<file path="src/rtl/pipelined_shift_unit.sv">
// rtl/pipelined_shift_unit.sv - pipelined multi-mode log shifter with valid/ready and tag
//
// Purpose: SRL / SRA / SHL / ROR / ROL / PASS on a WIDTH-bit operand. The shift is
// split into SH_W register stages; stage k applies a shift of 2^k when amount bit k
// is set. Stage 0 is loaded at accept with the prepared operand already shifted by
// bit 0, so a result is presented SH_W-1 edges after the accepting edge.
// The whole pipe stalls while a presented result is not taken.
//
// Optional feature: define SHIFT_FLAGS_EN to add zero_flag and carry_out.
//
// Ports:
//   clock, reset        rising-edge clock, synchronous active-high reset
//   in_valid, in_ready  input handshake (in_ready is combinational)
//   op                  000 SRL, 001 SRA, 010 SHL, 011 ROR, 100 ROL, others PASS
//   A, B, in_tag        operand, unsigned shift amount, sideband tag
//   out_valid, out_ready output handshake
//   result, out_tag     shifted value and its tag
//   zero_flag, carry_out (SHIFT_FLAGS_EN only) result == 0, last bit shifted out
module pipelined_shift_unit #(
  parameter int WIDTH = 32,
  parameter int AMT_W = 32,
  parameter int TAG_W = 4
) (
  input  logic             clock,
  input  logic             reset,
  input  logic             in_valid,
  output logic             in_ready,
  input  logic [2:0]       op,
  input  logic [WIDTH-1:0] A,
  input  logic [AMT_W-1:0] B,
  input  logic [TAG_W-1:0] in_tag,
  output logic             out_valid,
  input  logic             out_ready,
  output logic [WIDTH-1:0] result,
`ifdef SHIFT_FLAGS_EN
  output logic             zero_flag,
  output logic             carry_out,
`endif
  output logic [TAG_W-1:0] out_tag
);

  localparam int SH_W = $clog2(WIDTH);

  localparam logic [2:0] OP_SRL = 3'b000;
  localparam logic [2:0] OP_SRA = 3'b001;
  localparam logic [2:0] OP_SHL = 3'b010;
  localparam logic [2:0] OP_ROR = 3'b011;
  localparam logic [2:0] OP_ROL = 3'b100;

  // One conditional step of a given power-of-two size. SRA relies on the sign bit
  // staying in the MSB after every earlier arithmetic step.
  function automatic logic [WIDTH-1:0] step(input logic [2:0] o,
                                            input logic [WIDTH-1:0] x,
                                            input int s);
    logic [WIDTH-1:0] r;
    case (o)
      OP_SRL:  r = x >> s;
      OP_SRA:  r = $signed(x) >>> s;
      OP_SHL:  r = x << s;
      OP_ROR:  r = (x >> s) | (x << (WIDTH - s));
      OP_ROL:  r = (x << s) | (x >> (WIDTH - s));
      default: r = x;
    endcase
    return r;
  endfunction

  // Pipeline state. op/amount are only needed by the stages that still shift.
  logic             st_valid [SH_W];
  logic [WIDTH-1:0] st_data  [SH_W];
  logic [TAG_W-1:0] st_tag   [SH_W];
  logic [2:0]       st_op    [SH_W-1];
  logic [SH_W-1:0]  st_amt   [SH_W-1];

  logic en;
  assign en       = !(out_valid && !out_ready);
  assign in_ready = en;

  // Operand preparation at accept.
  logic [AMT_W-1:0] b_hi;
  logic             ovf;
  logic             is_rot;
  logic [SH_W-1:0]  amt_raw;
  logic [SH_W-1:0]  prep_amt;
  logic [WIDTH-1:0] prep_data;

  always_comb begin
    b_hi      = B >> SH_W;
    // WIDTH is a power of two, so B >= WIDTH exactly when a bit above SH_W-1 is set.
    ovf       = |b_hi;
    amt_raw   = B[SH_W-1:0];
    is_rot    = (op == OP_ROR) || (op == OP_ROL);
    prep_amt  = amt_raw;
    prep_data = A;
    if (op > OP_ROL) begin
      prep_amt = '0;
    end else if (!is_rot && ovf) begin
      prep_amt  = '0;
      prep_data = (op == OP_SRA) ? {WIDTH{A[WIDTH-1]}} : '0;
    end
  end

`ifdef SHIFT_FLAGS_EN
  logic             st_carry [SH_W];
  logic             prep_carry;
  logic             b_is_w;
  logic [SH_W-1:0]  amt_m1;
  logic [SH_W-1:0]  amt_neg;

  // Last bit shifted out. For rotates this equals result MSB (ROR) or LSB (ROL),
  // which map back to A[amt-1] and A[WIDTH-amt].
  always_comb begin
    b_is_w     = (b_hi == AMT_W'(1)) && (amt_raw == '0);
    amt_m1     = amt_raw - 1'b1;
    amt_neg    = '0 - amt_raw;
    prep_carry = 1'b0;
    if (ovf && !is_rot && (op <= OP_SHL)) begin
      case (op)
        OP_SRA:  prep_carry = A[WIDTH-1];
        OP_SRL:  prep_carry = b_is_w ? A[WIDTH-1] : 1'b0;
        default: prep_carry = b_is_w ? A[0] : 1'b0;
      endcase
    end else if ((op <= OP_ROL) && (amt_raw != '0)) begin
      case (op)
        OP_SHL, OP_ROL: prep_carry = A[amt_neg];
        default:        prep_carry = A[amt_m1];
      endcase
    end
  end

  assign carry_out = st_carry[SH_W-1];
  assign zero_flag = (result == '0);
`endif

  always_ff @(posedge clock) begin
    if (reset) begin
      for (int k = 0; k < SH_W; k++) begin
        st_valid[k] <= 1'b0;
        st_data[k]  <= '0;
        st_tag[k]   <= '0;
`ifdef SHIFT_FLAGS_EN
        st_carry[k] <= 1'b0;
`endif
      end
      for (int k = 0; k < SH_W - 1; k++) begin
        st_op[k]  <= '0;
        st_amt[k] <= '0;
      end
    end else if (en) begin
      st_valid[0] <= in_valid;
      st_data[0]  <= prep_amt[0] ? step(op, prep_data, 1) : prep_data;
      st_tag[0]   <= in_tag;
      st_op[0]    <= op;
      st_amt[0]   <= prep_amt;
`ifdef SHIFT_FLAGS_EN
      st_carry[0] <= prep_carry;
`endif
      for (int k = 1; k < SH_W; k++) begin
        st_valid[k] <= st_valid[k-1];
        st_data[k]  <= st_amt[k-1][k] ? step(st_op[k-1], st_data[k-1], 1 << k)
                                      : st_data[k-1];
        st_tag[k]   <= st_tag[k-1];
`ifdef SHIFT_FLAGS_EN
        st_carry[k] <= st_carry[k-1];
`endif
        if (k < SH_W - 1) begin
          st_op[k]  <= st_op[k-1];
          st_amt[k] <= st_amt[k-1];
        end
      end
    end
  end

  assign out_valid = st_valid[SH_W-1];
  assign result    = st_data[SH_W-1];
  assign out_tag   = st_tag[SH_W-1];

endmodule
</file>
<file path="config.mk">
export PLATFORM = sky130hd
export DESIGN_NAME = pipelined_shift_unit
export DESIGN_NICKNAME = d
export VERILOG_FILES = /design/src/rtl/pipelined_shift_unit.sv
export SDC_FILE = /design/constraint.sdc
export NUM_CORES = 1
export LEC_CHECK = 0
export CAP_MARGIN = 20
export CORE_AREA = 5 5 157 129
export CTS_BUF_LIST = sky130_fd_sc_hd__clkbuf_2 sky130_fd_sc_hd__clkbuf_4 sky130_fd_sc_hd__clkbuf_8
export DETAILED_ROUTE_END_ITERATION = 10
export DIE_AREA = 0 0 162 134
export GPL_TIMING_DRIVEN = 0
export PLACE_DENSITY_LB_ADDON = 0.08
export SLEW_MARGIN = 20
export SYNTH_ARGS = -nofsm -noshare
export SYNTH_HDL_FRONTEND = slang
export SYNTH_SLANG_ARGS = --single-unit
</file>
<file path="constraint.sdc">
create_clock -name clock -period 11.6 [get_ports clock]
set_input_delay 2.9 -clock clock [delete_from_list [all_inputs] [get_ports clock]]
set_output_delay 2.9 -clock clock [all_outputs]
set_load 0.005 [all_outputs]
</file>
Word-level counts from Yosys, hierarchy flattened

Memories as Yosys holds them, arrays and structs flattened.
Index checks and enable logic that the tools add are counted.

Input port bits: 75
Output and inout bits: 38
Logic and storage cells: 124
Memories kept: 5
Memory bits (writable): 217
Register bits after elaboration: 0

Memories:

| name     | words | width | read ports | clocked after Yosys merged registers in | wr ports | RTL line | text |
|---|---|---|---|---|---|---|---|
| st_data  | 5     | 32    | 5          | 0                                       | 5        | 69       | `logic [WIDTH-1:0] st_data [SH_W];` |
| st_amt   | 4     | 5     | 4          | 0                                       | 4        | 72       | `logic [SH_W-1:0] st_amt [SH_W-1];` |
| st_tag   | 5     | 4     | 5          | 0                                       | 5        | 70       | `logic [TAG_W-1:0] st_tag [SH_W];` |
| st_op    | 4     | 3     | 4          | 0                                       | 4        | 71       | `logic [2:0] st_op [SH_W-1];` |
| st_valid | 5     | 1     | 5          | 0                                       | 5        | 68       | `logic st_valid [SH_W];` |

Bitwise gates (word level): 32
Magnitude comparators: 1
Equality and inequality tests: 20
Reductions and logical operators: 13
Mux-type cells: 53

Operator list:

| operator                                              | count |
|---|---|
| 2-to-1 mux 32 bit                                     | 23 |
| one-hot mux 32 bit (5 select lines)                   | 4 |
| one-hot mux 32 bit (4 select lines)                   | 1 |
| OR 24 x 32 -> 32 bit                                  | 1 |
| OR 28 x 32 -> 32 bit                                  | 1 |
| OR 30 x 32 -> 32 bit                                  | 1 |
| OR 31 x 32 -> 32 bit                                  | 1 |
| OR 32 x 1 -> 32 bit                                   | 1 |
| OR 32 x 16 -> 32 bit                                  | 1 |
| OR 32 x 2 -> 32 bit                                   | 1 |
| OR 32 x 4 -> 32 bit                                   | 1 |
| OR 32 x 8 -> 32 bit                                   | 1 |
| == test 3 x 2 -> 1 bit (second input constant)        | 10 |
| 2-to-1 mux 5 bit                                      | 6 |
| OR reduction 27 bit                                   | 1 |
| OR 1 bit                                              | 23 |
| 2-to-1 mux 4 bit                                      | 5 |
| == test 3 x 1 -> 1 bit (second input constant)        | 5 |
| == test 3 bit (second input constant)                 | 5 |
| logical NOT 3 bit                                     | 5 |
| 2-to-1 mux 3 bit                                      | 4 |
| 2-to-1 mux 1 bit                                      | 10 |
| greater-than comparator 3 bit (second input constant) | 1 |
| logical NOT 1 bit                                     | 3 |
| other kinds (3)                                       | 4 |

Depth between registers and ports, before layout

Gate-level depths: netlist (run 1).

Depth in word-level cells: 12
Mapped depth: 8
Depth with buffers taken out: 5

Worst setup path before layout (run 1)

OpenSTA, ideal clock, no wires.

Path kind: in2reg
Start point: in out_ready
End point: mem st_amt[0][13] (netlist bit), enable pin
Arrival: 5595 ps
Path slack: 5524 ps
Stages: 2
Path buffers: 0
Setup time: 482 ps
Cells stage by stage: nand2b_1 -> or2_2

RTL lines:

| element         | RTL line | text |
|---|---|---|
| start, declared | 33       | `input logic out_ready,` |
| end, declared   | 72       |  |

Worst setup path after layout (run 1)

Start point: in out_ready
End point: out in_ready

Longest elaborated chain between the ends: 3

RTL lines:

| element           | RTL line | text |
|---|---|---|
| logical NOT 1 bit | 75       | `assign en = !(out_valid && !out_ready);` |
| logical AND 1 bit | 75       |  |
| logical NOT 1 bit | 75       |  |
| end, declared     | 27       | `output logic in_ready,` |

Every way passes these cells.

==> flow_metrics.tcl, run 1 <==
set metrics [dict create \
    holdPathEnd "st_valid[0][2]" \
    cts_max_level 1 \
    period_share_pct 59.87 \
    ant_nets 0 \
    wl_per_cell_um 21.61 \
    p_int_w 0.001305 \
    setup_tns_ns 0 \
    syn_avg_cell_area_um2 10.54 \
    crit_required_ns 8.70 \
    cts-buffers-inserted 31 \
    ys_seq_area_share_pct 55.29 \
    hold_buffers 0 \
    maxCapViolations 0 \
    rr_worst_depth 6 \
    clockBufferDepth 3 \
    die_h_um 134 \
    swShare_pct 25.87 \
    setup_slack_ns 4.655 \
    die_area_um2 21710 \
    synth_top_area_cell "edfxtp_1" \
    area_growth_pct 19.09 \
    p_per_area_nw_per_um2 131.5 \
    min_delay_path_depth 1 \
    grt_pass1_vias 8833 \
    cts_setup_buffers 0 \
    antenna_found_initial 0 \
    fin_area_um2 13390 \
    cts_root_buffer "clkbuf_8" \
    cts_resized 0 \
    synth-seq-cells 207 \
    p_leak_nw 4.862 \
    fp.dieW_um 162 \
    max_freq_ghz 0.1440 \
    min_period_ns 6.945 \
    syn_area_um2 11240 \
    boundaryPins 113 \
    cp-end-kind "output port" \
    overflow 0 \
    relSlewSlack_pct 54.55 \
    grt_usage_pct 28.81 \
    drt_first_pass_iters 6 \
    r2r_setup_slack_ns 9.05 \
    min_from "st_valid[0][1]" \
    finalHoldViolCount 0 \
    place_area_um2 12750 \
    synth_edf_count 207 \
    synth.top_cells.by_count "207 x edfxtp_1, 104 x nor2_1, 94 x a22oi_1, 79 x a211oi_1, 77 x o21ai_0" \
    setup_viol_count_final 0 \
    drive_gt1_share_pct 12.34 \
    grt_max_degree 60 \
    yosys-top-cells-area "edfxtp_1 55%, a22oi_1 6.3%, a211oi_1 5.3%" \
    drv_slew 0 \
    cts_tree "built" \
    hpwl_um 23320 \
    ys_warn_count 0 \
    critPathKind "primary input to output port" \
    p_clk_share_pct 35.5 \
    arrival_ns 4.04 \
    num_antenna_cells 0 \
    hold_class "flop to flop" \
    seqPwrFrac_pct 51.9 \
    synth_flop_cell "edfxtp_1" \
    dp_slack_ns 4.657 \
    fin_worst_skew_ns 0.02726 \
    drt-total-wl_um 31870 \
    drt_iter0_drc 1441 \
    cp-start-kind "primary input" \
    clock_latency_ns 0.58 \
    outcome "completed" \
    rsz0062_at_grt "false" \
    synthArstFlopShare_pct 0 \
    tightest_slew_ns 0.6788 \
    vdd_drop_max_mv 0.1209 \
    remaining_drc_errors 0 \
    rows 45 \
    layout.nets 1290 \
    start_util_pct 60.51 \
    path_clk_slew_ns 0.06 \
    cp_max_fo 4 \
    cts_sinks 207 \
    vias 9604 \
    viasPerCell 6.511 \
    place_congestion 0.9764 \
    r2r-end "st_data[0][114]" \
    synth_cell_types 49 \
    power_switching_w 0.0004555 \
    port_buffers 111 \
    combPwrFrac_pct 12.6 \
    synthCells 1067 \
    syn-num-nets 1142 \
    synth_top_area_share_pct 55.29 \
    synth_most_common_cell "edfxtp_1" \
    grt_pass1_wl_um 49630 \
    core_um2 18580 \
    r2r-start "st_op[2][2]" \
]
worst max-delay path by stage:
stage,from,to,slack [ns],cells after the start
2_1_floorplan,out_ready,st_amt[0][13],5.52,2
3_3_place_gp,out_ready,st_valid[0][1],4.22,3
3_5_place_dp,out_ready,in_ready,4.66,3
4_1_cts,out_ready,in_ready,4.65,3
5_1_grt,out_ready,in_ready,4.64,3
6_report,out_ready,in_ready,4.66,3
through the flow:
step | hold WS (ns) | std cells | total power [W] | utilization [%]
3_3_place_gp | 0.5003 | 1413 | 0.001136 | 68.07
4_1_cts | 0.5201 | 1475 | 0.001755 | 72.06
5_1_grt | 0.5394 | 1475 | 0.001826 | 72.06
6_report | 0.5193 | 1475 | 0.001761 | 72.06
3_5_place_dp | 0.5057 | 1417 | 0.001142 | 68.60
2_1_floorplan | 0.4967 | 1067 | 0.001040 | -
layer usage:
metal  vias up  GRT usage (%)  routed length, um
li1       4373              -                  -
met3        58          8.356               4408
met4         0          5.683                488
met5         -              0                  0
met2       676          42.19              13760
met1      4497          43.39              13220
layout make-up:
class	instances	area (um2)
plain buffers	133	679.4
inverters	6	22.52
clock inverters	21	171.4
repair buffers	115	1206
fillers	1330	5191
clock buffers	37	471.7
well taps	235	294.0
multi-input cells	721	4328
flip-flops and latches	207	6216
flip-flops by register name (all words and copies together), names as in the netlist:
register / cells
st_tag: 20
st_op: 12
st_amt: 10
st_data: 160
st_valid: 5
critical path, cell delays in order:
cell	delay (ns)
clkdlybuf4s50_1	0.44
nand2b_1	0.17
clkdlybuf4s50_1	0.53
cell families (layout without fill, tap and decap cells):
group	Yosys count	in the layout	synth area share (%)
DFF	207	207	55.29
buffers and inverters	139	312	6.243
muxes	14	14	1.380
and+or+nand+nor	315	315	13.82
xor gates and xnor gates	1	1	0.07791
AOI/OAI and AO/OA	391	391	23.19
power by group through the flow:
stage               sequential, W  clock (W)  combinational (W)
global route             0.000916   0.000667           0.000243
finish                   0.000914   0.000624           0.000222
floorplan                0.000905          0           0.000135
detailed placement       0.000925          0           0.000217
CTS                      0.000910   0.000627           0.000218
global placement         0.000925          0           0.000210
placed cells by master, fill, tap and decap left out, types with 3 or more instances in the layout:
cell type,instances
edfxtp_1,207
clkdlybuf4s50_1,111
nor2_1,104
a22oi_1,94
a211oi_1,79
o21ai_0,77
a21oi_1,76
nand2_1,55
clkbuf_1,53
and2_1,45
buf_2,36
buf_4,34
nor2b_1,32
nor3_1,32
clkbuf_8,31
nand3_1,22
o221ai_1,16
mux2_2,12
a221oi_1,12
o211ai_1,10
buf_1,9
clkinv_1,9
clkinv_2,8
nand2b_1,7
inv_1,6
clkbuf_4,6
o22ai_1,5
o21ai_1,5
and3_1,5
nor4_2,4
a2bb2oi_1,3
bufinv_16,3
Power figures use the tool's default switching activity.
==> run 2, diff against run 1 <==
- CORE_AREA: 5 5 157 129 -> 5 5 161 132
- DIE_AREA: 0 0 162 134 -> 0 0 166 137
- clock period: 11.6 -> 7.09 ns (I/O delays scaled with it)
==> run 2 against run 1 <==
  * Register-to-register slack got worse by 4.4 ns
  * Sequential power rose by 64%
  * Clock-buffer cell count rose by 9
  * Critical path depth did not move
  * Setup slack got worse by 2.2 ns
  * Global-route usage fell by 1.9 points
  * Hold slack got worse by 0.0042 ns
  * Clock skew fell by 0.0057 ns
  * Total power rose by 64%
  * Sequential share of layout area fell by 0.17 points
  * Largest cell class unchanged
  * Largest power group unchanged
==> flow_metrics.tcl, run 2 (synthesis results as in run 1) <==
set metrics [dict create \
    outcome "completed" \
    final_cell_mix "207 x edfxtp_1, 111 x clkdlybuf4s50_1, 104 x nor2_1" \
    tightest_slew_ns 0.6783 \
    worst_hold_slack_ns 0.5151 \
    remaining_drc_errors 0 \
    rows 46 \
    setup_viol_count_final 0 \
    cts_root_buffer "clkbuf_8" \
    clock_latency_ns 0.53 \
    max_freq_ghz 0.2150 \
    critPathKind "primary input to output port" \
    grt_pass1_wl_um 48520 \
    core_um2 19510 \
    grt_usage_pct 26.94 \
    port_buffers 111 \
    overflow 0 \
    crit_required_ns 5.32 \
    cts_setup_buffers 0 \
    holdPathEnd "st_tag[1][2]" \
    rsz0062_at_grt "false" \
    hold_class "flop to flop" \
    drv_slew 0 \
    fin_worst_skew_ns 0.02160 \
    hold_buffers 0 \
    clockBufferDepth 3 \
    drt_first_pass_iters 6 \
    p_per_area_nw_per_um2 214.8 \
    fp.dieW_um 166 \
    die_area_um2 22740 \
    regMostFlops "st_data" \
    cp-end-kind "output port" \
    relSlewSlack_pct 54.58 \
    antenna_found_initial 1 \
    rr_worst_depth 6 \
    largest_reg_flops 160 \
    vias 9581 \
    cp_max_fo 4 \
    cts_sinks 207 \
    hpwl_um 22910 \
    path_clk_slew_ns 0.06 \
    wl_per_cell_um 20.66 \
    p_leak_nw 4.872 \
    finalHoldViolCount 0 \
    r2r-end "st_data[0][118]" \
    cts-buffers-inserted 34 \
    num_antenna_cells 0 \
    cts_max_level 2 \
    cp-start-kind "primary input" \
    r2r-start "st_op[2][2]" \
    area_growth_pct 19.53 \
    grt_max_degree 55 \
    r2r_setup_slack_ns 4.66 \
    drt-total-wl_um 31130 \
    final_common_cell "edfxtp_1" \
    min_from "st_tag[0][2]" \
    reg_top3 "st_data x160, st_tag x20, st_op x12" \
    viasPerCell 6.358 \
    min_delay_path_depth 1 \
    maxCapViolations 0 \
    arrival_ns 2.88 \
    ant_nets 0 \
    cts_tree "built" \
    boundaryPins 113 \
    layout.nets 1293 \
    grt_pass1_vias 8669 \
    start_util_pct 57.62 \
    drive_gt1_share_pct 12.55 \
    cts_resized 0 \
    setup_tns_ns 0 \
    drt_iter0_drc 1408 \
    min_period_ns 4.650 \
    place_congestion 0.9770 \
    period_share_pct 65.59 \
    vdd_drop_max_mv 0.1588 \
    die_h_um 137 \
]
-- run 2: cell types whose count changed in the layout (fill, tap and decap cells not counted), sizes merged --
| cell | previous run | this run |
|---|---|---|
| clkbuf | 90 | 99 |
| bufinv | 3 | 1 |
| inv | 6 | 8 |
| clkinvlp | 1 | 0 |
| clkinv | 17 | 12 |
-- run 2: area by class of cell --
| cell class | count | area (um2) |
|---|---|---|
| Sequential cell | 207 | 6216 |
| Tap cell | 264 | 330.3 |
| Clock inverter | 15 | 100.1 |
| Timing Repair Buffer | 115 | 1199 |
| Inverter | 6 | 22.52 |
| Fill cell | 1463 | 6072 |
| Multi-Input combinational cell | 721 | 4328 |
| Buffer | 133 | 679.4 |
| Clock buffer | 46 | 564.3 |
-- run 2: worst max path at each step --
stage / end / from / slack, ns
after floorplan: st_amt[0][13] / out_ready / 2.14
after global placement: st_data[0][125] / out_ready / 0.82
after detailed placement: in_ready / out_ready / 2.44
after CTS: in_ready / out_ready / 2.43
after global routing: in_ready / out_ready / 2.40
final: in_ready / out_ready / 2.44
-- run 2: metal layers --
metal	part of all wire, %	global-route usage (%)
met5	0	0
met4	1.3	5.543
met3	13	7.277
met2	42	39.55
met1	44	40.56
-- run 2: report_power, final --
group	internal (W)	total (W)	switching, W	leakage [nW]
Combinational	0.000161	0.000361	0.000200	2.04
Sequential	0.00142	0.00150	0.0000728	2.48
Clock	0.000558	0.00103	0.000471	0.351
-- run 2: worst max-delay path, stage by stage --
cell             delay [ns]
clkdlybuf4s50_1        0.44
nand2b_1               0.15
clkdlybuf4s50_1        0.52
-- run 2: per-stage QoR --
stage	power (W)	worst slack, ns	std cells	cell area (um2)	util, %
after CTS	0.002889	2.435	1507	13440	68.88
after detailed placement	0.001868	2.435	1446	12770	65.47
after floorplan	0.001702	2.141	1067	11240	-
after global placement	0.001860	0.8200	1442	12680	65.01
after global routing	0.002995	2.396	1507	13440	68.88
final	0.002886	2.440	1507	13440	68.88
